### config.mk
export PLATFORM = sky130hd
export DESIGN_NAME = mem_access
export DESIGN_NICKNAME = d
export VERILOG_FILES = /design/src/rtl/mem_access.sv
export SDC_FILE = /design/constraint.sdc
export NUM_CORES = 1
export LEC_CHECK = 0
export ABC_AREA = 1
export BUFFER_PORTS_ARGS = -buffer_cell sky130_fd_sc_hd__buf_2
export CORE_AREA = 2 2 205 207
export DETAILED_ROUTE_END_ITERATION = 8
export DIE_AREA = 0 0 207 209
export MAX_ROUTING_LAYER = met4
export PLACE_DENSITY = 0.53
export SLEW_MARGIN = 20
export SYNTH_ARGS = -nofsm -noshare
export SYNTH_HDL_FRONTEND = slang
export SYNTH_SLANG_ARGS = --single-unit
### constraint.sdc
create_clock -name clk -period 2.6 [get_ports clk]
set_input_delay 0.13 -clock clk [delete_from_list [all_inputs] [get_ports clk]]
set_output_delay 0.13 -clock clk [all_outputs]
set_load 0.005 [all_outputs]
### src/rtl/mem_access.sv
`default_nettype none
// +--------------------------------------------------------------------------+
// | mem_access : memory stage with req/ack data-memory handshake, pipeline  |
// |              stall, timeout/misalignment error and branch select.        |
// | Revision   : 1.0                                                         |
// +--------------------------------------------------------------------------+
module mem_access #(
  parameter int N       = 64,
  parameter int TIMEOUT = 16,
  parameter int CW      = 5
) (
  input  logic         clk,
  input  logic         reset,
  input  logic         MemRead_M,
  input  logic         MemWrite_M,
  input  logic         Branch_M,
  input  logic         zero_M,
  input  logic [N-1:0] aluResult_M,
  input  logic [N-1:0] writeData_M,
  input  logic [N-1:0] PCBranch_M,
  output logic         PCSrc_M,
  output logic [N-1:0] PCBranch_out,
  output logic [N-1:0] readData_M,
  output logic         stall_M,
  output logic         err_M,
  output logic         dm_req,
  output logic         dm_we,
  output logic [N-1:0] dm_addr,
  output logic [N-1:0] dm_wdata,
  input  logic [N-1:0] dm_rdata,
  input  logic         dm_ack
);

  typedef enum logic [1:0] {
    IDLE = 2'd0,
    BUSY = 2'd1,
    DONE = 2'd2
  } state_t;

  localparam logic [CW-1:0] C_LAST = CW'(TIMEOUT - 1);

  state_t        state_q;
  logic [CW-1:0] cnt_q;
  logic          dm_req_q;
  logic          dm_we_q;
  logic [N-1:0]  dm_addr_q;
  logic [N-1:0]  dm_wdata_q;
  logic [N-1:0]  rdata_q;
  logic          err_q;

  logic w_access;
  logic w_misaligned;

  assign w_access     = MemRead_M | MemWrite_M;
  assign w_misaligned = |aluResult_M[2:0];

  assign PCSrc_M      = Branch_M & zero_M;
  assign PCBranch_out = PCBranch_M;
  // DONE deliberately releases the stall so the finished instruction advances once.
  assign stall_M      = ((state_q == IDLE) & w_access) | (state_q == BUSY);

  assign dm_req     = dm_req_q;
  assign dm_we      = dm_we_q;
  assign dm_addr    = dm_addr_q;
  assign dm_wdata   = dm_wdata_q;
  assign readData_M = rdata_q;
  assign err_M      = err_q;

  always_ff @(posedge clk) begin
    if (reset) begin
      state_q    <= IDLE;
      cnt_q      <= '0;
      dm_req_q   <= 1'b0;
      dm_we_q    <= 1'b0;
      dm_addr_q  <= '0;
      dm_wdata_q <= '0;
      rdata_q    <= '0;
      err_q      <= 1'b0;
    end else begin
      case (state_q)
        IDLE: begin
          if (w_access) begin
            if (w_misaligned) begin
              err_q   <= 1'b1;
              rdata_q <= '0;
              state_q <= DONE;
            end else begin
              dm_addr_q  <= aluResult_M;
              dm_wdata_q <= writeData_M;
              dm_we_q    <= MemWrite_M;
              dm_req_q   <= 1'b1;
              cnt_q      <= '0;
              state_q    <= BUSY;
            end
          end
        end
        BUSY: begin
          if (dm_ack) begin
            dm_req_q <= 1'b0;
            if (!dm_we_q) begin
              rdata_q <= dm_rdata;
            end
            state_q <= DONE;
          end else if (cnt_q == C_LAST) begin
            dm_req_q <= 1'b0;
            err_q    <= 1'b1;
            rdata_q  <= '0;
            state_q  <= DONE;
          end else begin
            cnt_q <= cnt_q + 1'b1;
          end
        end
        DONE: begin
          state_q <= IDLE;
        end
        default: begin
          state_q <= IDLE;
        end
      endcase
    end
  end

endmodule
`default_nettype wire
== Word level (Yosys, flattened, before mapping) ==
Cells that the tools add are included.

* Add/sub/neg operators: 1
* Equal/unequal tests: 10
* Multiplexer cells: 26
* Bitwise gates (word level): 5
* Reductions and logical operators: 9

{| class="wikitable"
|+ Operators with widths
! kind !! number
|-
| 64-bit two-way mux || 5
|-
| 64-bit case mux with 2 select lines || 1
|-
| 5-bit two-way mux || 4
|-
| 5-bit AND reduction || 3
|-
| 2-bit != test (second input constant) || 5
|-
| 5-bit case mux with 2 select lines || 1
|-
| 1-bit two-way mux || 8
|-
| 2-bit two-way mux || 4
|-
| 5-bit by 1-bit adder with 5-bit output (second input constant) || 1
|-
| 5-bit by 4-bit == test with 1-bit output (second input constant) || 1
|-
| 1-bit case mux with 2 select lines || 2
|-
| 2-bit case mux with 2 select lines || 1
|-
| 4-bit AND reduction || 1
|-
| 3-bit by 2-bit != test with 1-bit output (second input constant) || 1
|-
| 3-bit != test (second input constant) || 1
|-
| 3-bit AND reduction || 1
|-
| 3-bit OR reduction || 1
|-
| 1-bit AND || 2
|-
| 2-bit by 1-bit == test with 1-bit output (second input constant) || 1
|-
| 2-bit zero test || 1
|-
| 2-bit by 1-bit != test with 1-bit output (second input constant) || 1
|-
| 1-bit OR || 2
|-
| 2-bit AND reduction || 1
|-
| 2-bit nonzero test || 1
|-
| 1-bit NOT || 1
|}

* Register bits after elaboration: 202
* Input bits: 263
* Output and inout bits: 261
* Logic and storage cells: 59

== Depth between registers and ports, before layout ==
Gate-level depths: netlist of the first run.

* Depth after elaboration: 4
* Depth in mapped cells: 12
* Gate-level depth less buffers: 11

== Least setup slack after synthesis of the first run ==
Ideal clock, no wire load.

* Path type: register to register
* Start: reg cnt_q[0]
* End: reg rdata_q[10] (netlist: readData_M[10])
* Setup time: 0.064 ns
* Data arrival time: 1.649 ns
* Required time: 2.536 ns
* Slack: 0.887 ns
* Stages on the path, launching flop included: 12
* Period minus slack after synthesis: 1.713 ns
* Cell sequence: dfxtp_1 -> ha_1 -> nand2_1 -> nor2_1 -> ha_1 -> inv_1 -> nand4_1 -> nand2_2 -> nor2_4 -> buf_6 -> nor2_1 -> nor2_1

* Longest elaborated chain between the ends: 3

{| class="wikitable"
|+ Ends and longest elaborated chain
! what !! line !! RTL
|-
| start, declared || 43 || <nowiki>logic [CW-1:0] cnt_q;</nowiki>
|-
| start signal, assigned || 110 || <nowiki>cnt_q <= cnt_q + 1'b1;</nowiki>
|-
| 5-bit by 4-bit == test with 1-bit output || 104 || <nowiki>end else if (cnt_q == C_LAST) begin</nowiki>
|-
| 3-bit by 2-bit != test with 1-bit output (no source line) || -- ||
|-
| 5-bit AND reduction (no source line) || -- ||
|-
| end signal, assigned || 101 || <nowiki>rdata_q <= dm_rdata;</nowiki>
|-
| end, declared || 48 || <nowiki>logic [N-1:0] rdata_q;</nowiki>
|}

No other way between the ends.
A chain may end at the register's enable or synchronous reset.

== Final worst setup path of the first run ==
* Start: in MemWrite_M
* End: reg dm_we_q (netlist: dm_we)

* Longest elaborated chain between the ends: 2

{| class="wikitable"
|+ Ends and longest elaborated chain
! what !! line !! RTL
|-
| start, declared || 15 || <nowiki>input logic MemWrite_M,</nowiki>
|-
| 1-bit OR || 54 || <nowiki>assign w_access = MemRead_M | MemWrite_M;</nowiki>
|-
| 3-bit AND reduction (no source line) || -- ||
|-
| end signal, assigned || 90 || <nowiki>dm_we_q <= MemWrite_M;</nowiki>
|-
| end, declared || 45 || <nowiki>logic dm_we_q;</nowiki>
|}

Parallel ways exist; a longest one is shown, timed or not.

==> parameters.txt, run 1 <==
Parameter                              Value

Clock tree
  Sinks on the clock net ... 202
  CTS tree ... built
  Number of buffers created by CTS ... 24
  Post_cts resized ... 0
  Maximum count of clock buffers along a single path ... 3
  Clk pin slew, worst setup/hold paths ... 0.06 ns
  Number of H-tree levels ... 1
  Clock root cell ... sky130_fd_sc_hd__clkbuf_16
  Source-to-sink clock delay at the later pin of the worst-skew pair ... 0.53 ns

Die
  Initial cell density of the core ... 0.197
  Die width ... 207 microns
  Floorplan die area ... 43,300 sq um
  Number of top-level pins ... 524
  Count of standard-cell rows ... 75
  Core Region ... 41,300 sq um
  Die height ... 209 microns

GRT
  Number of global-route vias before repair ... 8,719
  GR Layer Usage met2 ... 0.224
  Pin count of the biggest net entering global routing ... 129
  Remaining global-route overflow ... 0
  GR Util met1 ... 0.143
  Global-route usage over all layers ... 0.132
  Most congested layer reported by global routing ... met2
  Antenna violations before repair ... 1
  Global-route wire length before repair ... 45.4 mm
  GRT met3 Usage ... 0.0323

STA
  Clock skew ... 0.00717 ns
  Unrepaired setup endpoints after global routing ... false
  Measured slew at the worst slew-check pin ... 0.762 ns
  Max transition margin ... 0.492
  Final Cycle Share ... 0.760
  Final critical-path required period ... 1.98 ns
  Final setup violation count ... 0
  Top achievable clock speed ... 0.506 GHz
  Setup TNS Final ... 0 ns
  Total count of hold-check failures in the final report ... 0
  Count of pins over their slew limit ... 0

Drt
  DR vias ... 8,820
  Routed WL ... 28.8 mm
  Vias per cell ... 4.09
  Remaining routing DRC violations ... 0
  ANT nets after route ... 0
  Starting DRT DRC Count ... 534
  Number of optimization iterations in the first detailed-route pass ... 4
  Per-cell routed wire length ... 13.4 microns

Layout
  Fraction of layout cells with a size suffix above 1 ... 0.281
  Filler Cell Count ... 4,361
  Final design utilization ... 0.310
  Number of nets in the finished design ... 1,865
  Area delta synth->final ... 57.0%
  Non-filler instance count after layout ... 2,157

Synth
  Number of enable flip-flop cells after synthesis ... 0
  Share of the yosys chip area belonging to registers ... 0.496
  Most used standard cells in the synthesized netlist ... sky130_fd_sc_hd__nor2_1, sky130_fd_sc_hd__dfxtp_1, sky130_fd_sc_hd__nand2_1
  Synth unique cells ... 22
  Share of the synthesized netlist area taken by xor and xnor gates ... 0.00107
  Cell taking the most area after synthesis ... sky130_fd_sc_hd__dfxtp_1
  Synthesized-area fraction occupied by ao, oa, aoi and oai cells ... 0.0823
  Synthesis-stage register bit count ... 202
  Fraction of synthesis flops using an asynchronous set or reset pin ... 0
  Number of warnings printed during yosys synthesis ... 0
  Syn nets ... 1,379
  Cell area after technology mapping ... 8150 sq um
  Post-Syn Instances ... 1,114
  Most common cell in the netlist ... sky130_fd_sc_hd__nor2_1
  Share of the synthesized area in the top cell type ... 0.496
  Avg Inst Size Synth ... 7.32 sq um
  Area share of fa/ha/maj cells after synthesis ... 0.00307
  Synth Flop Type ... sky130_fd_sc_hd__dfxtp_1
  Dominant combinational cell family by area after synthesis ... simple AND/OR/NAND/NOR gates
  Simple-gate portion of the synthesized area ... 0.303
  Cell types occupying the most area after synthesis ... sky130_fd_sc_hd__dfxtp_1, sky130_fd_sc_hd__nor2_1, sky130_fd_sc_hd__o21ai_0, sky130_fd_sc_hd__buf_4, sky130_fd_sc_hd__nand2_1
  Fraction of synthesized area in multiplexers ... 0

Critical path
  Most used cell, CP ... sky130_fd_sc_hd__dlygate4sd3_1
  Worst-path fanout max ... 7
  Critical path start-end classification ... in2reg
  Critical path cell sequence ... dlygate4sd3_1 -> buf_2 -> nor2_1 -> inv_1 -> nand4_1 -> nand2_1 -> a21oi_1 -> dlygate4sd3_1
  Count of buffer and inverter cells on the critical path ... 4
  Worst path top cell family by delay ... buffers and inverters
  Worst EP required ... 3.07 ns
  Crit path max-delay cell type ... sky130_fd_sc_hd__dlygate4sd3_1
  Data arrival time at the worst-slack endpoint ... 2.44 ns
  Setup crit end kind ... flip-flop
  Startpoint type of the worst setup path ... input port
  Crit path largest cell delay ... 0.55 ns

Power
  Net switching component of the power ... 2.02 mW
  Proportion of power drawn by the clock network ... 0.413
  Sequential cell fraction of total power ... 0.431
  Total Power ... 7.83 mW
  Cell area power density ... 612 nW/um^2
  Sw Share ... 0.258
  Gate power share ... 0.156
  Peak VDD IR ... 0.389 mV
  Leakage ... 6.07 nW
  P_int ... 5.81 mW

Place
  Total placed cells including tap cells ... 1,920
  RePlAce Congestion ... 0.788
  Half-perimeter wire length of the detailed placement result ... 18.3 mm
  Port Buf Inserts ... 395

Status
  Outcome ... finished clean

Run
  Max-cap viol count ... 0

Min path
  Worst min path class ... in2reg
==> registers in the layout, summed over array words and instances, names as in the netlist <==
| signal | cells |
|---|---|
| dm_we | 1 |
| state_q | 2 |
| dm_req | 1 |
| dm_addr | 64 |
| cnt_q | 5 |
| err_M | 1 |
| dm_wdata | 64 |
| readData_M | 64 |
==> routing by layer <==
layer / share of wire / up-vias / wire [microns]
met2: 0.48 / 362 / 13900
li1: - / 4408 / -
met5: 0 / - / 0
met1: 0.40 / 3977 / 11500
met3: 0.072 / 73 / 2080
met4: 0.047 / 0 / 1350
==> cell type report <==
class                      count  area, sq um  area share
timing repair buffer         598         4080       0.319
sequential                   202         4040       0.316
multi-input combinational    760         3190       0.249
clock buffer                  34          679      0.0531
tap                          539          674      0.0527
clock inverter                 9         70.1     0.00548
inverter                      14         55.1     0.00430
antenna                        1         2.50    0.000196
==> cell usage in the layout, fill, tap and decap left out, types with 2 or more instances in the layout <==
cell | Yosys | routed
sky130_fd_sc_hd__clkbuf_16 | 0 | 25
sky130_fd_sc_hd__buf_4 | 76 | 2
sky130_fd_sc_hd__nor2_4 | 2 | 4
sky130_fd_sc_hd__ha_1 | 2 | 2
sky130_fd_sc_hd__nand2_1 | 148 | 148
sky130_fd_sc_hd__dlygate4sd3_1 | 0 | 193
sky130_fd_sc_hd__o21ai_0 | 127 | 127
sky130_fd_sc_hd__a21oi_1 | 7 | 7
sky130_fd_sc_hd__dfxtp_1 | 202 | 202
sky130_fd_sc_hd__buf_12 | 0 | 8
sky130_fd_sc_hd__clkbuf_1 | 32 | 7
sky130_fd_sc_hd__inv_1 | 10 | 9
sky130_fd_sc_hd__nor2_1 | 392 | 391
sky130_fd_sc_hd__clkinv_2 | 0 | 8
sky130_fd_sc_hd__nand3_1 | 72 | 72
sky130_fd_sc_hd__nand4_1 | 3 | 3
sky130_fd_sc_hd__buf_2 | 23 | 395
sky130_fd_sc_hd__clkbuf_8 | 0 | 2
sky130_fd_sc_hd__inv_2 | 4 | 4
==> worst paths after layout <==
path,startpoint,end,slack [ns],cells after the start
max,MemWrite_M,dm_we$_SDFFE_PP0P_,0.62,8
min reg2reg,dm_addr[2]$_SDFFE_PP0P_,dm_addr[2]$_SDFFE_PP0P_,0.44,2
max reg2reg,state_q[0]$_SDFFE_PP0P_,readData_M[1]$_SDFFE_PP0P_,0.63,7
min,aluResult_M[1],state_q[1]$_SDFFE_PP0P_,0.1,5
==> metrics by stage <==
stage / hold WS [ns] / instance area, sq um / setup WS, ns
finish: 0.0964 / 12800 / 0.625
global route: 0.0942 / 12800 / 0.407
CTS: 0.0526 / 12800 / 0.597
detailed placement: 0.260 / 10100 / 0.625
global placement: 0.260 / 10100 / 0.585
floorplan: 0.274 / 8150 / 0.887
==> worst register-to-register path, cell delays in order, from the launching register on <==
cell,delay [ns]
sky130_fd_sc_hd__dfxtp_1,0.44
sky130_fd_sc_hd__nand2_1,0.19
sky130_fd_sc_hd__nor2_4,0.48
sky130_fd_sc_hd__buf_4,0.39
sky130_fd_sc_hd__nand2_1,0.15
sky130_fd_sc_hd__nand3_1,0.11
sky130_fd_sc_hd__nand2_1,0.05
sky130_fd_sc_hd__nor2_1,0.10
==> cell families (layout without fill, tap and decap cells) <==
kind of cell	count (synthesis)	in the layout
other	0	1
flip-flops	202	202
XOR/XNOR	1	1
adder cells (fa/ha/maj)	2	2
AO/OA/AOI/OAI	134	134
buffers and inverters	152	655
AND/OR/NAND/NOR	623	623
==> power groups by stage <==
| stage | Sequential, mW | Clock, mW | Combinational (mW) |
|---|---|---|---|
| floorplan | 3.46 | 0 | 0.594 |
| global placement | 3.43 | 0 | 0.985 |
| detailed placement | 3.44 | 0 | 0.994 |
| CTS | 3.37 | 3.37 | 1.22 |
| global route | 3.39 | 3.50 | 1.37 |
| finish | 3.37 | 3.23 | 1.22 |
==> what timing repair did <==
action	in CTS	in global routing
hold endpoints to repair	196	0
hold buffers	193	0
buffers inserted	0	0
(Power assumes the default switching activity.)
==> run 2, diff against run 1 <==
--- a/config.mk
+++ b/config.mk
@@ -7,11 +7,11 @@
 export LEC_CHECK = 0
 export ABC_AREA = 1
 export BUFFER_PORTS_ARGS = -buffer_cell sky130_fd_sc_hd__buf_2
-export CORE_AREA = 2 2 205 207
+export CORE_AREA = 2 2 206 208
 export DETAILED_ROUTE_END_ITERATION = 8
-export DIE_AREA = 0 0 207 209
+export DIE_AREA = 0 0 208 210
 export MAX_ROUTING_LAYER = met4
-export PLACE_DENSITY = 0.53
+export PLACE_DENSITY = 0.52
 export SLEW_MARGIN = 20
 export SYNTH_ARGS = -nofsm -noshare
 export SYNTH_HDL_FRONTEND = slang
==> constraint.sdc (replaced) <==
create_clock -name clk -period 1.83 [get_ports clk]
set_input_delay 0.0915 -clock clk [delete_from_list [all_inputs] [get_ports clk]]
set_output_delay 0.0915 -clock clk [all_outputs]
set_load 0.005 [all_outputs]
==> run 2 against run 1 <==
Effect of this change:
- total power up 50%
- hold slack worse by 0.046 ns
- critical path depth down 3
- first-iteration DRC count grew 11%
- clock skew increased by 0.0072 ns
- clock power is 55% higher
- flip-flop and latch count unchanged
- highest routed layer unchanged
==> parameters.txt, run 2 (synthesis results as in run 1) <==
Parameter                              Value

Power
  Cell area power density ... 882 nW/um^2 (was 612 nW/um^2)
  Peak VDD IR ... 0.617 mV (was 0.389 mV)
  Sequential cell fraction of total power ... 0.408 (was 0.431)
  Total Power ... 11.8 mW (was 7.83 mW)
  Proportion of power drawn by the clock network ... 0.425 (was 0.413)
  Leakage ... 6.31 nW (was 6.07 nW)
  Sw Share ... 0.255 (was 0.258)
  P_int ... 8.77 mW (was 5.81 mW)
  Gate power share ... 0.167 (was 0.156)
  Net switching component of the power ... 3.00 mW (was 2.02 mW)

STA
  Final Cycle Share ... 0.969
  Total count of hold-check failures in the final report ... 0 (unchanged)
  Top achievable clock speed ... 0.564 GHz
  Count of pins over their slew limit ... 0 (unchanged)
  Final setup violation count ... 0 (unchanged)
  Max transition margin ... 0.663 (was 0.492)
  Final critical-path required period ... 1.77 ns
  Measured slew at the worst slew-check pin ... 0.506 ns (was 0.762 ns)
  Clock skew ... 0.0144 ns (was 0.00717 ns)
  Unrepaired setup endpoints after global routing ... true (was false)

GRT
  Antenna violations before repair ... 0 (was 1)
  Global-route wire length before repair ... 46.4 mm (was 45.4 mm)
  Remaining global-route overflow ... 0 (unchanged)
  Number of global-route vias before repair ... 8,964 (was 8,719)
  Global-route usage over all layers ... 0.133 (was 0.132)
  Pin count of the biggest net entering global routing ... 103 (was 129)

Layout
  Area delta synth->final ... 63.6% (was 57.0%)
  Final design utilization ... 0.322 (was 0.310)
  Fraction of layout cells with a size suffix above 1 ... 0.302 (was 0.281)
  Most common cell after layout, fill and taps aside ... sky130_fd_sc_hd__buf_2 (unchanged)
  Antenna Diode Count ... 0 (was 1)
  Commonest cells after routing, fill and taps aside ... sky130_fd_sc_hd__buf_2, sky130_fd_sc_hd__nor2_1, sky130_fd_sc_hd__dfxtp_1 (unchanged)
  Number of nets in the finished design ... 1,893 (was 1,865)

Drt
  Per-cell routed wire length ... 14.1 microns (was 13.4 microns)
  Routed WL ... 30.9 mm (was 28.8 mm)
  Starting DRT DRC Count ... 595 (was 534)
  ANT nets after route ... 0 (unchanged)
  Remaining routing DRC violations ... 0 (unchanged)
  Vias per cell ... 4.13 (was 4.09)
  Number of optimization iterations in the first detailed-route pass ... 5 (was 4)
  DR vias ... 9,022 (was 8,820)

Critical path
  Worst-path fanout max ... 54 (was 7)
  Worst path top cell family by delay ... simple AND/OR/NAND/NOR gates (was buffers and inverters)
  Setup crit end kind ... flip-flop (unchanged)
  Data arrival time at the worst-slack endpoint ... 2.18 ns (was 2.44 ns)
  Worst EP required ... 2.24 ns (was 3.07 ns)
  Startpoint type of the worst setup path ... flip-flop (was input port)
  Crit path largest cell delay ... 0.42 ns (was 0.55 ns)
  Crit path max-delay cell type ... sky130_fd_sc_hd__o21ai_0 (was sky130_fd_sc_hd__dlygate4sd3_1)
  Critical path start-end classification ... reg2reg (was in2reg)
  Critical path cell sequence ... nor2_2 -> nand4_1 -> buf_12 -> o21ai_0 -> nor2_1 (was dlygate4sd3_1 -> buf_2 -> nor2_1 -> inv_1 -> nand4_1 -> nand2_1 -> a21oi_1 -> dlygate4sd3_1)
  Count of buffer and inverter cells on the critical path ... 1 (was 4)

Run
  Max-cap viol count ... 0 (unchanged)

Clock tree
  Number of H-tree levels ... 1 (unchanged)
  CTS tree ... built (unchanged)
  Source-to-sink clock delay at the later pin of the worst-skew pair ... 0.53 ns (about the same)
  Number of buffers created by CTS ... 25 (was 24)
  Clk pin slew, worst setup/hold paths ... 0.06 ns (about the same)
  Sinks on the clock net ... 202 (unchanged)
  Maximum count of clock buffers along a single path ... 3 (unchanged)
  Clock root cell ... sky130_fd_sc_hd__clkbuf_16 (unchanged)

Die
  Core Region ... 41,500 sq um (was 41,300 sq um)
  Die width ... 208 microns (was 207 microns)
  Number of top-level pins ... 524 (unchanged)
  Die height ... 210 microns (was 209 microns)
  Floorplan die area ... 43,700 sq um (was 43,300 sq um)
  Count of standard-cell rows ... 75 (unchanged)
  Initial cell density of the core ... 0.196 (was 0.197)

Place
  Half-perimeter wire length of the detailed placement result ... 19.5 mm (was 18.3 mm)
  RePlAce Congestion ... 0.814 (was 0.788)
  Port Buf Inserts ... 395 (unchanged)

Status
  Outcome ... finished clean (unchanged)

Min path
  Worst min path class ... in2reg (unchanged)
==> run 2: changes by cell type in the layout (fill, tap and decap cells not counted), sizes merged <==
cell    before  now
buf        405  426
clkbuf      34   40
clkinv       8    5
bufinv       1    3
diode        1    0
==> run 2: power by group through the flow <==
stage          sequential [mW]  combinational (mW)  clock [mW]
2_1_floorplan             4.91               0.844           0
3_3_place_gp              4.88                1.45           0
3_5_place_dp              4.89                1.45           0
4_1_cts                   4.80                1.78        5.19
5_1_grt                   4.83                2.19        5.35
6_report                  4.80                1.96        5.00
==> run 2: timing repair <==
item                                   CTS  global route
setup buffers                            0             6
endpoints found under the hold margin  198             0
hold buffers                           193             0
pin swaps                                0            13
gates resized for setup                  1            21
cloned                                   0             8
setup endpoints to repair               28            64
==> run 2: worst reg2reg max path, delay by kind of cell, from the launching register on <==
| kind | cells | cell delay (ns) |
|---|---|---|
| flops | 1 | 0.38 |
| compound gates | 1 | 0.46 |
| buf+inv | 1 | 0.28 |
| simple gates | 3 | 0.54 |
==> run 2: path summary, 6_finish.rpt <==
kind	startpoint	end	slack [ns]	depth (start not counted)
setup / recovery	state_q[0]$_SDFFE_PP0P_	dm_wdata[34]$_SDFFE_PP0P_	0.06	5
hold / removal	aluResult_M[0]	state_q[1]$_SDFFE_PP0P_	0.05	5
setup reg to reg	state_q[0]$_SDFFE_PP0P_	dm_wdata[34]$_SDFFE_PP0P_	0.06	5
hold reg to reg	dm_addr[1]$_SDFFE_PP0P_	dm_addr[1]$_SDFFE_PP0P_	0.44	2
==> run 2: through the flow <==
step	std cells	hold slack [ns]	cell area (sq um)	setup WS, ns	setup TNS (ns)
2_1_floorplan	1114	0.235	8150	0.117	0
5_1_grt	2182	0.115	13300	-0.0157	-0.248
6_report	2182	0.0508	13300	0.0560	0
4_1_cts	2168	0.0191	13000	0.0347	0
3_3_place_gp	1933	0.183	10300	0.0440	0
3_5_place_dp	1933	0.183	10300	-0.0133	-0.0304
==> run 2: layout make-up <==
type,count,area (sq um)
inverters,14,55.1
well taps,539,674
clock buffers,34,699
multi-input cells,760,3240
clock inverters,8,115
fillers,4378,28100
flip-flops and latches,202,4050
repair buffers,625,4510
==> run 2: layer usage <==
metal  share of wire  GRT usage
met3           0.075     0.0408
met5               0          -
met1            0.39      0.142
met2            0.49      0.230
met4           0.044     0.0565
==> run 3, diff against run 2 <==
--- a/config.mk
+++ b/config.mk
@@ -7,11 +7,12 @@
 export LEC_CHECK = 0
 export ABC_AREA = 1
 export BUFFER_PORTS_ARGS = -buffer_cell sky130_fd_sc_hd__buf_2
-export CORE_AREA = 2 2 206 208
+export CORE_AREA = 5 5 203 205
 export DETAILED_ROUTE_END_ITERATION = 8
 export DIE_AREA = 0 0 208 210
+export HOLD_SLACK_MARGIN = 0.08
 export MAX_ROUTING_LAYER = met4
-export PLACE_DENSITY = 0.52
+export PLACE_DENSITY = 0.54
 export SLEW_MARGIN = 20
 export SYNTH_ARGS = -nofsm -noshare
 export SYNTH_HDL_FRONTEND = slang
==> run 3 against run 2 <==
Effect of this change:
- global-route usage about the same
- sequential share of layout area about the same
- first-iteration DRC count is 29% lower
- non-clock buffer count grew 5
- critical path depth up 8
- die area unchanged
- largest power group unchanged
==> parameters.txt, run 3 (synthesis results as in run 1) <==
Parameter                              Value

Status
  Outcome ... finished clean (unchanged)

STA
  Measured slew at the worst slew-check pin ... 0.461 ns (was 0.506 ns)
  Total count of hold-check failures in the final report ... 0 (unchanged)
  Final critical-path required period ... 1.70 ns (was 1.77 ns)
  Final Cycle Share ... 0.931 (was 0.969)
  Count of pins over their slew limit ... 0 (unchanged)
  Clock skew ... 0.0119 ns (was 0.0144 ns)
  Final setup violation count ... 0 (unchanged)
  Setup TNS Final ... 0 ns (unchanged)
  Worst hold-check slack ... 0.135 ns (was 0.0508 ns)
  Max transition margin ... 0.693 (was 0.663)
  Unrepaired setup endpoints after global routing ... false (was true)
  Top achievable clock speed ... 0.587 GHz (was 0.564 GHz)

Die
  Floorplan die area ... 43,700 sq um (unchanged)
  Die height ... 210 microns (unchanged)
  Die width ... 208 microns (unchanged)
  Number of top-level pins ... 524 (unchanged)
  Core Region ... 39,300 sq um (was 41,500 sq um)
  Initial cell density of the core ... 0.207 (was 0.196)
  Count of standard-cell rows ... 73 (was 75)

Place
  RePlAce Congestion ... 0.802 (was 0.814)
  Port Buf Inserts ... 395 (unchanged)
  Total placed cells including tap cells ... 1,923 (was 1,933)
  Half-perimeter wire length of the detailed placement result ... 20.0 mm (was 19.5 mm)

Clock tree
  Maximum count of clock buffers along a single path ... 3 (unchanged)
  Source-to-sink clock delay at the later pin of the worst-skew pair ... 0.53 ns (about the same)
  Number of H-tree levels ... 1 (unchanged)
  Sinks on the clock net ... 202 (unchanged)
  Clk pin slew, worst setup/hold paths ... 0.06 ns (about the same)
  Number of buffers created by CTS ... 25 (unchanged)
  CTS tree ... built (unchanged)
  Clock root cell ... sky130_fd_sc_hd__clkbuf_16 (unchanged)

GRT
  Global-route wire length before repair ... 47.2 mm (was 46.4 mm)
  Pin count of the biggest net entering global routing ... 92 (was 103)
  Remaining global-route overflow ... 0 (unchanged)
  Antenna violations before repair ... 1 (was 0)
  Global-route usage over all layers ... 0.133 (about the same)
  Number of global-route vias before repair ... 8,838 (was 8,964)

Min path
  Worst min path class ... in2reg (unchanged)

Critical path
  Critical path destination ... readData_M[54]$_SDFFE_PP0P_ (was dm_wdata[34]$_SDFFE_PP0P_)
  Worst-path fanout max ... 7 (was 54)
  Number of stages on the worst setup path ... 13 (was 5)
  Start point of the critical path ... cnt_q[1]$_SDFFE_PP0P_ (was state_q[0]$_SDFFE_PP0P_)
  Crit path max-delay cell type ... sky130_fd_sc_hd__dfxtp_2 (was sky130_fd_sc_hd__o21ai_0)
  Startpoint type of the worst setup path ... flip-flop (unchanged)
  Critical path cell sequence ... ha_4 -> nand2_2 -> nor2_2 -> ha_2 -> inv_2 -> nand3_4 -> nor2_4 -> nor2_4 -> buf_12 -> buf_12 -> nand3_1 -> nand2_1 -> nor2_1 (was nor2_2 -> nand4_1 -> buf_12 -> o21ai_0 -> nor2_1)
  Beginning of the worst register-to-register path ... cnt_q[1]$_SDFFE_PP0P_ (was state_q[0]$_SDFFE_PP0P_)
  Setup crit end kind ... flip-flop (unchanged)
  Count of buffer and inverter cells on the critical path ... 3 (was 1)
  Worst path top cell family by delay ... simple AND/OR/NAND/NOR gates (unchanged)
  Critical path start-end classification ... reg2reg (unchanged)
  Crit path largest cell delay ... 0.33 ns (was 0.42 ns)
  Endpoint of the worst register-to-register path ... readData_M[54]$_SDFFE_PP0P_ (was dm_wdata[34]$_SDFFE_PP0P_)
  R2R cell count ... 13 (was 5)
  Data arrival time at the worst-slack endpoint ... 2.17 ns (was 2.18 ns)
  Worst EP required ... 2.29 ns (was 2.24 ns)
  Reg-to-reg setup timing slack ... 0.13 ns (was 0.06 ns)

Power
  Sw Share ... 0.261 (was 0.255)
  Proportion of power drawn by the clock network ... 0.416 (was 0.425)
  Net switching component of the power ... 3.02 mW (was 3.00 mW)
  Cell area power density ... 869 nW/um^2 (was 882 nW/um^2)
  Sequential cell fraction of total power ... 0.415 (was 0.408)
  Peak VDD IR ... 0.740 mV (was 0.617 mV)
  Leakage ... 6.31 nW (about the same)
  Gate power share ... 0.169 (was 0.167)
  P_int ... 8.55 mW (was 8.77 mW)

Drt
  DR vias ... 8,948 (was 9,022)
  ANT nets after route ... 0 (unchanged)
  Vias per cell ... 4.11 (was 4.13)
  Per-cell routed wire length ... 14.5 microns (was 14.1 microns)
  Starting DRT DRC Count ... 423 (was 595)
  Number of optimization iterations in the first detailed-route pass ... 4 (was 5)
  Routed WL ... 31.5 mm (was 30.9 mm)
  Remaining routing DRC violations ... 0 (unchanged)

Layout
  Final design utilization ... 0.339 (was 0.322)
  Number of nets in the finished design ... 1,898 (was 1,893)
  Non-filler instance count after layout ... 2,176 (was 2,182)
  Commonest cells after routing, fill and taps aside ... sky130_fd_sc_hd__buf_2, sky130_fd_sc_hd__nor2_1, sky130_fd_sc_hd__dfxtp_1 (unchanged)
  Area delta synth->final ... 63.4% (was 63.6%)
  Fraction of layout cells with a size suffix above 1 ... 0.305 (was 0.302)
  Most common cell after layout, fill and taps aside ... sky130_fd_sc_hd__buf_2 (unchanged)

Run
  Max-cap viol count ... 0 (unchanged)
-- run 3: cell count changes in the layout (fill, tap and decap cells not counted), sizes merged, moves of 3 or more --
cell,previous run,this run
clkinv,5,9
buf,426,429
clkbuf,40,37
dlygate4sd3,193,196
-- run 3: power groups by stage --
| stage | Sequential, mW | Combinational [mW] | Clock [mW] |
|---|---|---|---|
| 6_report | 4.80 | 1.96 | 4.81 |
| 5_1_grt | 4.83 | 2.17 | 5.22 |
| 4_1_cts | 4.80 | 1.78 | 5.04 |
| 3_5_place_dp | 4.89 | 1.45 | 0 |
| 3_3_place_gp | 4.88 | 1.43 | 0 |
| 2_1_floorplan | 4.91 | 0.844 | 0 |
-- run 3: how the worst min path moves through the flow --
stage | from | endpoint | slack, ns | cells after the start
after floorplan | MemWrite_M | dm_we$_SDFFE_PP0P_ | 0.24 | 2
after global placement | PCBranch_M[0] | PCBranch_out[0] | 0.18 | 0
after detailed placement | PCBranch_M[0] | PCBranch_out[0] | 0.18 | 0
after CTS | aluResult_M[0] | dm_req$_SDFFE_PP0P_ | 0.12 | 7
after global routing | aluResult_M[0] | err_M$_SDFFE_PP0P_ | 0.18 | 5
final | MemRead_M | err_M$_SDFFE_PP0P_ | 0.14 | 7
-- run 3: layout make-up --
cell class,instances,area (sq um)
fill,4117,26000
timing repair buffer,630,4510
sequential,202,4050
multi-input combinational,760,3260
clock buffer,32,672
tap,525,657
clock inverter,12,114
inverter,14,55.1
antenna,1,2.50
-- run 3: stage by stage --
stage          power (mW)  cell area [sq um]  setup WS, ns
6_report             11.6              13300         0.126
5_1_grt              12.2              13300       0.00824
4_1_cts              11.6              13000        0.0245
3_5_place_dp         6.34              10200        0.0625
3_3_place_gp         6.32              10200        0.0860
2_1_floorplan        5.75               8150         0.117
-- run 3: metal layers --
layer,share of wire,global-route usage
met4,0.052,0.0589
met1,0.40,0.147
met3,0.078,0.0426
met2,0.47,0.222
met5,0,-
-- run 3: repair_timing --
action | CTS | global route
setup endpoints to repair | 0 | 65
hold buffers | 196 | 0
gates resized for setup | 0 | 31
endpoints found under the hold margin | 197 | 0
setup buffers | 0 | 3
-- run 3: worst reg2reg max path, stage by stage (launching register included) --
cell and delay (ns):
sky130_fd_sc_hd__dfxtp_2 0.33, sky130_fd_sc_hd__ha_4 0.15, sky130_fd_sc_hd__nand2_2 0.06, sky130_fd_sc_hd__nor2_2 0.04, sky130_fd_sc_hd__ha_2 0.17, sky130_fd_sc_hd__inv_2 0.07, sky130_fd_sc_hd__nand3_4 0.07, sky130_fd_sc_hd__nor2_4 0.15
sky130_fd_sc_hd__nor2_4 0.07, sky130_fd_sc_hd__buf_12 0.15, sky130_fd_sc_hd__buf_12 0.14, sky130_fd_sc_hd__nand3_1 0.07, sky130_fd_sc_hd__nand2_1 0.05, sky130_fd_sc_hd__nor2_1 0.13
